<file path="config.mk">
export PLATFORM = sky130hd
export DESIGN_NAME = axis_pkt_fifo_flat
export DESIGN_NICKNAME = d
export VERILOG_FILES = /design/src/rtl/cdc_pkg.sv /design/src/rtl/axis_pkt_fifo_if.sv /design/src/rtl/axis_pkt_fifo_mem.sv /design/src/rtl/axis_pkt_fifo.sv /design/src/flat_wrapper.sv
export SDC_FILE = /design/constraint.sdc
export NUM_CORES = 1
export LEC_CHECK = 0
export CORE_ASPECT_RATIO = 1.25
export CORE_MARGIN = 1
export CORE_UTILIZATION = 55
export CTS_CLUSTER_SIZE = 25
export DETAILED_ROUTE_END_ITERATION = 8
export HOLD_SLACK_MARGIN = 0.15
export PLACE_DENSITY = 0.76
export SYNTH_ARGS = -nofsm -noshare
export SYNTH_HDL_FRONTEND = slang
export SYNTH_HIERARCHICAL = 1
export SYNTH_SLANG_ARGS = --single-unit
</file>
<file path="constraint.sdc">
create_clock -name clk_s -period 5.6 [get_ports clk_s]
set_input_delay 1.68 -clock clk_s [delete_from_list [all_inputs] [get_ports clk_s]]
set_output_delay 1.68 -clock clk_s [all_outputs]
set_load 0.05 [all_outputs]
</file>
<file path="src/rtl/cdc_pkg.sv">
// Shared types and constants for the axi_cdc / axis_pkt_fifo clock-domain slice.
package cdc_pkg;

    typedef enum logic [1:0] {
        IDLE  = 2'd0,
        WRITE = 2'd1,
        DROP  = 2'd2
    } pkt_state_t;

    localparam int STAT_W     = 16;
    localparam int WIDTH_M    = 32;
    localparam int WIDTH_S    = 32;
    localparam int FIFO_DEPTH = 16;

    function automatic logic [STAT_W-1:0] sat_inc(input logic [STAT_W-1:0] v);
        return (v == {STAT_W{1'b1}}) ? v : v + {{(STAT_W-1){1'b0}}, 1'b1};
    endfunction

endpackage

</file>
<file path="src/rtl/axis_pkt_fifo_if.sv">
// AXI-Stream beat bundle (data/valid/last/ready) with producer and consumer views.
interface axis_pkt_fifo_if #(
    parameter int WIDTH = 32
) ();
    logic [WIDTH-1:0] data;
    logic             valid;
    logic             last;
    logic             ready;

    modport master (output data, output valid, output last, input ready);
    modport slave  (input data, input valid, input last, output ready);
endinterface

</file>
<file path="src/rtl/axis_pkt_fifo_mem.sv">
// Simple dual-port storage: synchronous write, asynchronous read.
module pkt_fifo_mem #(
    parameter int DW    = 33,
    parameter int DEPTH = 16,
    parameter int AW    = 4
) (
    input  logic          clk_i,
    input  logic          we_i,
    input  logic [AW-1:0] waddr_i,
    input  logic [DW-1:0] wdata_i,
    input  logic [AW-1:0] raddr_i,
    output logic [DW-1:0] rdata_o
);
    logic [DW-1:0] mem_q [DEPTH];

    // Write port
    always_ff @(posedge clk_i) begin
        if (we_i) begin
            mem_q[waddr_i] <= wdata_i;
        end
    end

    assign rdata_o = mem_q[raddr_i];
endmodule

</file>
<file path="src/rtl/axis_pkt_fifo.sv">
// Store-and-forward AXI-Stream packet FIFO; oversize packets are dropped, never backpressured.
// Optional statistics counters are enabled with `define AXIS_PKT_FIFO_STATS_EN.
module axis_pkt_fifo
    import cdc_pkg::*;
#(
    parameter int WIDTH = WIDTH_S,
    parameter int DEPTH = FIFO_DEPTH
) (
    input  logic              clk_s,
    input  logic              nrst_s,
    axis_pkt_fifo_if.slave    s_axis,
    axis_pkt_fifo_if.master   m_axis,
    output logic              pkt_avail,
    output logic              drop_pulse
`ifdef AXIS_PKT_FIFO_STATS_EN
    ,
    output logic [STAT_W-1:0] pkt_cnt,
    output logic [STAT_W-1:0] drop_cnt
`endif
);
    localparam int            AW       = $clog2(DEPTH);
    localparam logic [AW:0]   FULL_LVL = DEPTH[AW:0];
    localparam logic [AW:0]   PTR_ONE  = {{AW{1'b0}}, 1'b1};

    pkt_state_t  state_q, state_d;
    logic [AW:0] wr_ptr_q, wr_ptr_d;
    logic [AW:0] wr_commit_q, wr_commit_d;
    logic [AW:0] rd_ptr_q, rd_ptr_d;
    logic [AW:0] pkt_q, pkt_d;
    logic        s_rdy_q;
    logic        drop_q, drop_d;

    logic [AW:0]    used_s;
    logic           accept_s;
    logic           has_space_s;
    logic           wr_en_s;
    logic           commit_s;
    logic           m_valid_s;
    logic           rd_fire_s;
    logic [WIDTH:0] rdata_s;

    assign accept_s    = s_rdy_q & s_axis.valid;
    assign used_s      = wr_ptr_q - rd_ptr_q;
    assign has_space_s = (used_s < FULL_LVL);

    // Write-side packet FSM: store, commit on last, or rewind and discard when full
    always_comb begin
        state_d     = state_q;
        wr_ptr_d    = wr_ptr_q;
        wr_commit_d = wr_commit_q;
        wr_en_s     = 1'b0;
        commit_s    = 1'b0;
        drop_d      = 1'b0;
        case (state_q)
            IDLE, WRITE: begin
                if (accept_s && has_space_s) begin
                    wr_en_s  = 1'b1;
                    wr_ptr_d = wr_ptr_q + PTR_ONE;
                    if (s_axis.last) begin
                        wr_commit_d = wr_ptr_q + PTR_ONE;
                        commit_s    = 1'b1;
                        state_d     = IDLE;
                    end else begin
                        state_d = WRITE;
                    end
                end else if (accept_s) begin
                    wr_ptr_d = wr_commit_q;
                    if (s_axis.last) begin
                        drop_d  = 1'b1;
                        state_d = IDLE;
                    end else begin
                        state_d = DROP;
                    end
                end else begin
                    state_d = state_q;
                end
            end
            DROP: begin
                if (accept_s && s_axis.last) begin
                    drop_d  = 1'b1;
                    state_d = IDLE;
                end else begin
                    state_d = DROP;
                end
            end
            default: begin
                state_d  = IDLE;
                wr_ptr_d = wr_commit_q;
            end
        endcase
    end

    assign m_valid_s = (rd_ptr_q != wr_commit_q);
    assign rd_fire_s = m_valid_s & m_axis.ready;

    // Read pointer advance and committed-packet bookkeeping
    always_comb begin
        rd_ptr_d = rd_ptr_q;
        pkt_d    = pkt_q;
        if (rd_fire_s) begin
            rd_ptr_d = rd_ptr_q + PTR_ONE;
        end else begin
            rd_ptr_d = rd_ptr_q;
        end
        case ({commit_s, rd_fire_s & rdata_s[WIDTH]})
            2'b10:   pkt_d = pkt_q + PTR_ONE;
            2'b01:   pkt_d = pkt_q - PTR_ONE;
            default: pkt_d = pkt_q;
        endcase
    end

    // State and pointer registers with synchronous active-low reset
    always_ff @(posedge clk_s) begin
        if (!nrst_s) begin
            state_q     <= IDLE;
            wr_ptr_q    <= '0;
            wr_commit_q <= '0;
            rd_ptr_q    <= '0;
            pkt_q       <= '0;
            s_rdy_q     <= 1'b0;
            drop_q      <= 1'b0;
        end else begin
            state_q     <= state_d;
            wr_ptr_q    <= wr_ptr_d;
            wr_commit_q <= wr_commit_d;
            rd_ptr_q    <= rd_ptr_d;
            pkt_q       <= pkt_d;
            s_rdy_q     <= 1'b1;
            drop_q      <= drop_d;
        end
    end

    pkt_fifo_mem #(
        .DW    (WIDTH + 1),
        .DEPTH (DEPTH),
        .AW    (AW)
    ) u_mem (
        .clk_i   (clk_s),
        .we_i    (wr_en_s),
        .waddr_i (wr_ptr_q[AW-1:0]),
        .wdata_i ({s_axis.last, s_axis.data}),
        .raddr_i (rd_ptr_q[AW-1:0]),
        .rdata_o (rdata_s)
    );

    assign s_axis.ready = s_rdy_q;
    assign m_axis.valid = m_valid_s;
    assign m_axis.data  = rdata_s[WIDTH-1:0];
    // Stale memory contents must not show a last flag while nothing is presented
    assign m_axis.last  = m_valid_s & rdata_s[WIDTH];
    assign pkt_avail    = (pkt_q != '0);
    assign drop_pulse   = drop_q;

`ifdef AXIS_PKT_FIFO_STATS_EN
    logic [STAT_W-1:0] pkt_cnt_q;
    logic [STAT_W-1:0] drop_cnt_q;

    // Saturating commit and drop counters
    always_ff @(posedge clk_s) begin
        if (!nrst_s) begin
            pkt_cnt_q  <= '0;
            drop_cnt_q <= '0;
        end else begin
            if (commit_s) begin
                pkt_cnt_q <= sat_inc(pkt_cnt_q);
            end
            if (drop_q) begin
                drop_cnt_q <= sat_inc(drop_cnt_q);
            end
        end
    end

    assign pkt_cnt  = pkt_cnt_q;
    assign drop_cnt = drop_cnt_q;
`endif
endmodule

</file>
<file path="src/flat_wrapper.sv">
// flat-port wrapper written by rule: the top's interface ports become plain ports
module axis_pkt_fifo_flat import cdc_pkg::*;
#(
    parameter int WIDTH = WIDTH_S,
    parameter int DEPTH = FIFO_DEPTH
)
  (clk_s, nrst_s, pkt_avail, drop_pulse, s_axis_data, s_axis_valid, s_axis_last, s_axis_ready, m_axis_data, m_axis_valid, m_axis_last, m_axis_ready);
  axis_pkt_fifo_if #(.WIDTH(WIDTH)) s_axis_i ();
  axis_pkt_fifo_if #(.WIDTH(WIDTH)) m_axis_i ();
  input  logic clk_s;
  input  logic nrst_s;
  output logic pkt_avail;
  output logic drop_pulse;
  input wire logic [$bits(s_axis_i.data)-1:0] s_axis_data;
  input wire logic [$bits(s_axis_i.valid)-1:0] s_axis_valid;
  input wire logic [$bits(s_axis_i.last)-1:0] s_axis_last;
  output wire logic [$bits(s_axis_i.ready)-1:0] s_axis_ready;
  output wire logic [$bits(m_axis_i.data)-1:0] m_axis_data;
  output wire logic [$bits(m_axis_i.valid)-1:0] m_axis_valid;
  output wire logic [$bits(m_axis_i.last)-1:0] m_axis_last;
  input wire logic [$bits(m_axis_i.ready)-1:0] m_axis_ready;
  assign s_axis_i.data = s_axis_data;
  assign s_axis_i.valid = s_axis_valid;
  assign s_axis_i.last = s_axis_last;
  assign s_axis_ready = s_axis_i.ready;
  assign m_axis_data = m_axis_i.data;
  assign m_axis_valid = m_axis_i.valid;
  assign m_axis_last = m_axis_i.last;
  assign m_axis_i.ready = m_axis_ready;
  axis_pkt_fifo #(.WIDTH(WIDTH), .DEPTH(DEPTH)) u_core (.clk_s(clk_s), .nrst_s(nrst_s), .s_axis(s_axis_i), .m_axis(m_axis_i), .pkt_avail(pkt_avail), .drop_pulse(drop_pulse));
endmodule
</file>
# Word level (Yosys, flattened, before mapping)

Memory sizes are Yosys's and may differ from the RTL's. A register that Yosys moved wholly into a read port is not among the register bits.
Index checks and enable logic that the tools add are counted.
W data, S select, Z words.

Memory bits (writable): 528
Memories: 1
Logic and storage cells: 57
Register bits: 24

Reductions and logical operators: 8
Order comparisons: 1
Add/subtract/negate cells: 5
Equality and inequality tests: 6
Muxes and demuxes: 24
Bitwise gates (word level): 5

Memories:

| name               | words | bits a word | read ports | clocked after memory_dff | write ports | RTL line                | RTL |
|---|---|---|---|---|---|---|---|
| u_core.u_mem.mem_q | 16    | 33          | 1          | 1                        | 1           | axis_pkt_fifo_mem.sv:14 | `logic [DW-1:0] mem_q [DEPTH];` |

Operators with widths:

| kind                  | count |
|---|---|
| $pmux W5 S2           | 2 |
| $add A5 B1 Y5 const B | 3 |
| $mux W1               | 12 |
| $mux W5               | 2 |
| $mux W2               | 4 |
| $mux W4               | 2 |
| $lt A5 B5 Y1 const B  | 1 |
| $ne A5 B5 Y1          | 1 |
| $reduce_bool A5 Y1    | 1 |
| $sub A5 B1 Y5 const B | 1 |
| $sub A5 B5 Y5         | 1 |
| $and A1 B1 Y1         | 4 |
| $eq A2 B1 Y1 const B  | 2 |
| $eq A2 B2 Y1 const B  | 2 |
| $pmux W2 S2           | 1 |
| $ne A3 B1 Y1 const B  | 1 |
| $reduce_and A3 Y1     | 1 |
| $logic_and A1 B1 Y1   | 2 |
| $logic_not A2 Y1      | 1 |
| $pmux W1 S2           | 1 |
| $reduce_and A2 Y1     | 1 |
| $reduce_bool A2 Y1    | 1 |
| $reduce_or A2 Y1      | 1 |
| $not A1 Y1            | 1 |

# Depth between registers and ports, before layout

Gate-level depths: netlist of run 1.

Depth after elaboration: 7
Depth in mapped cells: 14

# Cells and area by module

The synthesis of run 1 kept the hierarchy.

Modules (own cells, without submodules):

| module        | times used | area each (um^2) | sequential area each (um^2) | cells an instance |
|---|---|---|---|---|
| pkt_fifo_mem  | 1          | 19,970.4         | 15,855.2                    | 831 |
| axis_pkt_fifo | 1          | 1,521.5          | 480.5                       | 170 |

# Worst setup path before layout of run 1

OpenSTA, ideal clock, no wires.

Path type: in2reg
Start point: in s_axis_valid
End point: mem u_core.u_mem.mem_q[0][0], enable pin
Slack: 180 ps
Arrival time: 4,956 ps
Cell stages on the path: 4
Required time: 5,136 ps
Library setup time: 464 ps
Path through: nand3b_2 nor3_4 or3b_2 nor3_1

Word-level cells in the longest chain between the ends: 6

Ends and longest elaborated chain:

| element                       | RTL line                | RTL |
|---|---|---|
| start: declaration            | flat_wrapper.sv:15      | `input wire logic [$bits(s_axis_i.valid)-1:0] s_axis_valid;` |
| $and A1 B1 Y1                 | axis_pkt_fifo.sv:42     | `assign accept_s = s_rdy_q & s_axis.valid;` |
| $logic_and A1 B1 Y1           | axis_pkt_fifo.sv:56     | `if (accept_s && has_space_s) begin` |
| $mux W1                       | axis_pkt_fifo.sv:56     |  |
| $mux W1                       | axis_pkt_fifo.sv:54     | `case (state_q)` |
| via u_core.wr_en_s            | axis_pkt_fifo.sv:36     | `logic wr_en_s;` |
| $mux W1                       | axis_pkt_fifo_mem.sv:18 | `if (we_i) begin` |
| $mux W1 (implied by the code) | axis_pkt_fifo_mem.sv:19 | `mem_q[waddr_i] <= wdata_i;` |
| end: declaration              | axis_pkt_fifo_mem.sv:14 |  |

The timed path passes the listed nets, and every way through them passes these cells.

==> results of run 1 <==
## critical path: stages, from the launching register on
cell                              delay (ns)
sky130_fd_sc_hd__dfxtp_4                0.69
sky130_fd_sc_hd__buf_12                 0.39
sky130_fd_sc_hd__buf_4                  0.20
sky130_fd_sc_hd__mux4_2                 0.48
sky130_fd_sc_hd__a22oi_1                0.21
sky130_fd_sc_hd__nand2_1                0.10
sky130_fd_sc_hd__clkdlybuf4s50_1        0.71
## layout make-up
type                       instances  area [µm²]  share of cell area
tap                              492         616              0.0250
timing repair buffer             111        1120              0.0453
clock inverter                    35         320              0.0130
multi-input combinational        396        4940               0.200
sequential                       552       16300               0.663
inverter                           4        15.0            0.000609
clock buffer                      58        1310              0.0532
## cell usage after synthesis (6+ instances only)
cell type | n | area share
sky130_fd_sc_hd__xnor2_1 | 11 | 0.0045
sky130_fd_sc_hd__mux2i_1 | 7 | 0.0033
sky130_fd_sc_hd__a22oi_1 | 66 | 0.023
sky130_fd_sc_hd__ha_1 | 9 | 0.0052
sky130_fd_sc_hd__nand3_1 | 11 | 0.0026
sky130_fd_sc_hd__edfxtp_1 | 528 | 0.74
sky130_fd_sc_hd__buf_2 | 12 | 0.0028
sky130_fd_sc_hd__mux4_2 | 113 | 0.12
sky130_fd_sc_hd__and2_1 | 7 | 0.0020
sky130_fd_sc_hd__buf_12 | 6 | 0.0056
sky130_fd_sc_hd__o21ai_0 | 6 | 0.0014
sky130_fd_sc_hd__mux4_1 | 19 | 0.023
sky130_fd_sc_hd__nor3_1 | 10 | 0.0023
sky130_fd_sc_hd__nor2_1 | 18 | 0.0031
sky130_fd_sc_hd__nand2_1 | 55 | 0.0096
sky130_fd_sc_hd__clkbuf_1 | 25 | 0.0044
sky130_fd_sc_hd__dfxtp_1 | 24 | 0.022
## kinds of logic (layout without fill, tap and decap cells)
| kind of cell | count (synthesis) | in the layout | share of synthesized area |
|---|---|---|---|
| xor gates and xnor gates | 15 | 15 | 0.00646 |
| DFF | 552 | 552 | 0.760 |
| and+or+nand+nor | 124 | 124 | 0.0286 |
| buffers and inverters | 53 | 208 | 0.0162 |
| AOI/OAI and AO/OA | 108 | 108 | 0.0375 |
| muxes | 139 | 139 | 0.145 |
| adders and majority gates | 10 | 10 | 0.00617 |
## through the flow
stage,power [mW],util
floorplan,5.28,-
global placement,5.51,0.601
detailed placement,5.52,0.601
CTS,8.86,0.643
global route,9.04,0.643
finish,8.79,0.643
## sequential cells by signal, indices dropped and copies added, names as in the netlist
register,count
u_core/wr_ptr_q,5
u_core/s_axis.ready,1
u_core/u_mem/mem_q,528
u_core/drop_pulse,1
u_core/wr_commit_q,5
u_core/rd_ptr_q,5
u_core/pkt_q,5
u_core/state_q,2
## layer usage
metal | share of wire | vias up
met5 | 0 | -
met4 | 0.032 | 0
met3 | 0.057 | 96
met2 | 0.52 | 330
met1 | 0.39 | 5428
li1 | - | 4447
## power by group through the flow
stage	Clock, mW	Combinational (mW)	Sequential [mW]
floorplan	0	0.609	4.67
global placement	0	0.815	4.69
detailed placement	0	0.824	4.69
CTS	3.43	0.830	4.61
global route	3.56	0.869	4.61
finish	3.37	0.816	4.61
## path summary, 6_finish.rpt
check / start / end / slack, ns
hold / removal: u_core/wr_commit_q[3] / u_core/wr_commit_q[3] / 0.50
hold reg to reg: u_core/wr_commit_q[3] / u_core/wr_commit_q[3] / 0.50
setup / recovery: u_core/rd_ptr_q[0] / m_axis_data[9] / 0.49
setup reg to reg: u_core/rd_ptr_q[1] / u_core/u_mem/mem_q[3][24] / 1.28
==> metrics list, run 1 <==
- Worst hold margin: 0.503 ns
- For this run, the number of Yosys warnings is 6.
- Cells on worst reg2reg path: 10
* Routed via count: 10300
- Area growth syn-to-layout: 14.8%
- Cell at the root of the clock tree: sky130_fd_sc_hd__clkbuf_16
- Clock-pin slew of the registers on the worst-case setup and hold paths: 0.06 ns
- Status: complete, no violations
- The count of final hold-check violations is 0.
- Site Rows: 80
* Layout cell share with drive strength beyond 1: 0.225
* Worst min-delay path class: flip-flop to flip-flop
* FF+latch count, synth: 552
* Pre-CTS setup slack: 0.807 ns
- Number of different library cells in the post-synthesis netlist: 57
* Via count of the first global-routing pass: 10900
- Post-CTS Repair Setup Buffers: 0
- Largest net degree at the start of global routing: 46
* Setup violation total in the final timing report: 0
* Proportion of power drawn by the clock network: 0.383
- Of the available clock period, the critical path in the final layout requires 0.912.
- After detailed placement, the total cell area comes to 23000 µm².
* Final net count: around 1200
- For the worst setup path, the data arrival time is 3.43 ns.
- Met1 usage in global routing: 0.300
* Number of fillers in the final layout: around 2500
- Met2 usage: 0.392
* Post-Synthesis Net Count: 1048
* Ratio of routed vias to standard cells: 6.25
- I/O pins: 74
- For this run, the register share of the synthesized area comes to 0.760.
- Final std cells w/o fill: ~1600
- Net Sw Frac: 0.222
* Max Clock Freq: 0.196 GHz
* Switching Power: 1.95 mW
* Clock period minus worst slack: 5.11 ns
- TritonCTS created 50 clock buffers.
* P per Cell Area: 356 nW/µm²
- STA classifies the critical path startpoint as a flip-flop.
- Sum of negative setup slack: 0 ns
- Top FF cell, synth: sky130_fd_sc_hd__edfxtp_1
- RSZ-0062 raised after global routing: no
* Number of antenna violations at the first check in global routing: 0
- Antenna violation net count after detailed routing: 0
- VDD IR-drop max: around 0.00027 V
* Clock insertion delay at the later pin of the skew report: 0.57 ns
* First-pass GRT wire length: 66.4 mm
- IO buf count: 73
* Die span in y: ~220 µm
* Final instance area: 24700 µm²
- Endpoint class of the critical path: output port
- The number of placed instances, taps included, is 1555.
- In this run the standard cell core region covers 38300 µm².
- In the final routed layout, each cell accounts on average for about 26 µm.
- Antenna fix cells: 0
* Fraction of met3 tracks used by global routing: 0.0395
- The first routing iteration left 916 violations.
* Max_slew headroom: 0.310
- Final count of pins violating max slew: 0
* Pre-Repair DR Iteration Count: 5
* Share of synthesized registers carrying an async set or reset: 0
- The worst hold path was traced through 2 stages.
- Transition at the pin with the smallest max-transition slack: 1.03 ns
* Total track usage: 0.230
- Bufs on Longest Clock Path: 3
* Required arrival time at the worst endpoint: 3.92 ns
- The share of total power dissipated in sequential elements is 0.524.
- Leaving out fill and tap cells, the most frequent cell in the layout is sky130_fd_sc_hd__edfxtp_1.
- Of all nets on the critical path, the largest fanout is between 40 and 50.
- Count of hold-fix buffers inserted at cts: 0
- The HPWL after detailed placement is 23.7 mm.
* Number of clock sinks seen by CTS: 552
- Of the total power, combinational logic draws 0.093.
- The critical path is of the flip-flop to output port type.
- TritonCTS clock tree: yes
* Internal power summed over all cells: 6.84 mW
- The floorplan step defined a die boundary enclosing around 40000 µm².
- The floorplan step set the die width to roughly 180 µm.
- After synthesis, the mean cell area works out to 21.5 µm².
- Setup slack closes at between 0.4 and 0.5 ns.
- Cell area after technology mapping: 21500 µm²
- Lkg Pwr: 7.70 nW
* Total wire length after detailed routing: 43.6 mm
* Busiest layer in global routing: met2
- The top cell types in the final layout, fill and taps aside, are sky130_fd_sc_hd__edfxtp_1, sky130_fd_sc_hd__mux4_2, sky130_fd_sc_hd__clkdlybuf4s50_1, sky130_fd_sc_hd__a22oi_1, sky130_fd_sc_hd__nand2_1.
- Post-CTS Resized: 0
- CTS built an H-tree with a depth of 2.
- For this configuration, the core starts out at a cell density of 0.561.
- Remaining design rule violation count: 0
* Final RePlAce weighted congestion: 0.797
* Mapped Cells: 1001
* Max Cap Violations: 0
- Summed over all layers, the global routing overflow is 0.
* Fin Clk Skew: 0.00848 ns
- In this run, synthesis inferred 528 flip-flops with an integrated enable.
No activity file was read; power rests on OpenSTA's default activity.
==> run 2, diff against run 1 <==
Settings changed: CORE_MARGIN 1 to default.
==> results of run 2 <==
Same layout as run 1: the final DEF is identical, and so are final timing and power.
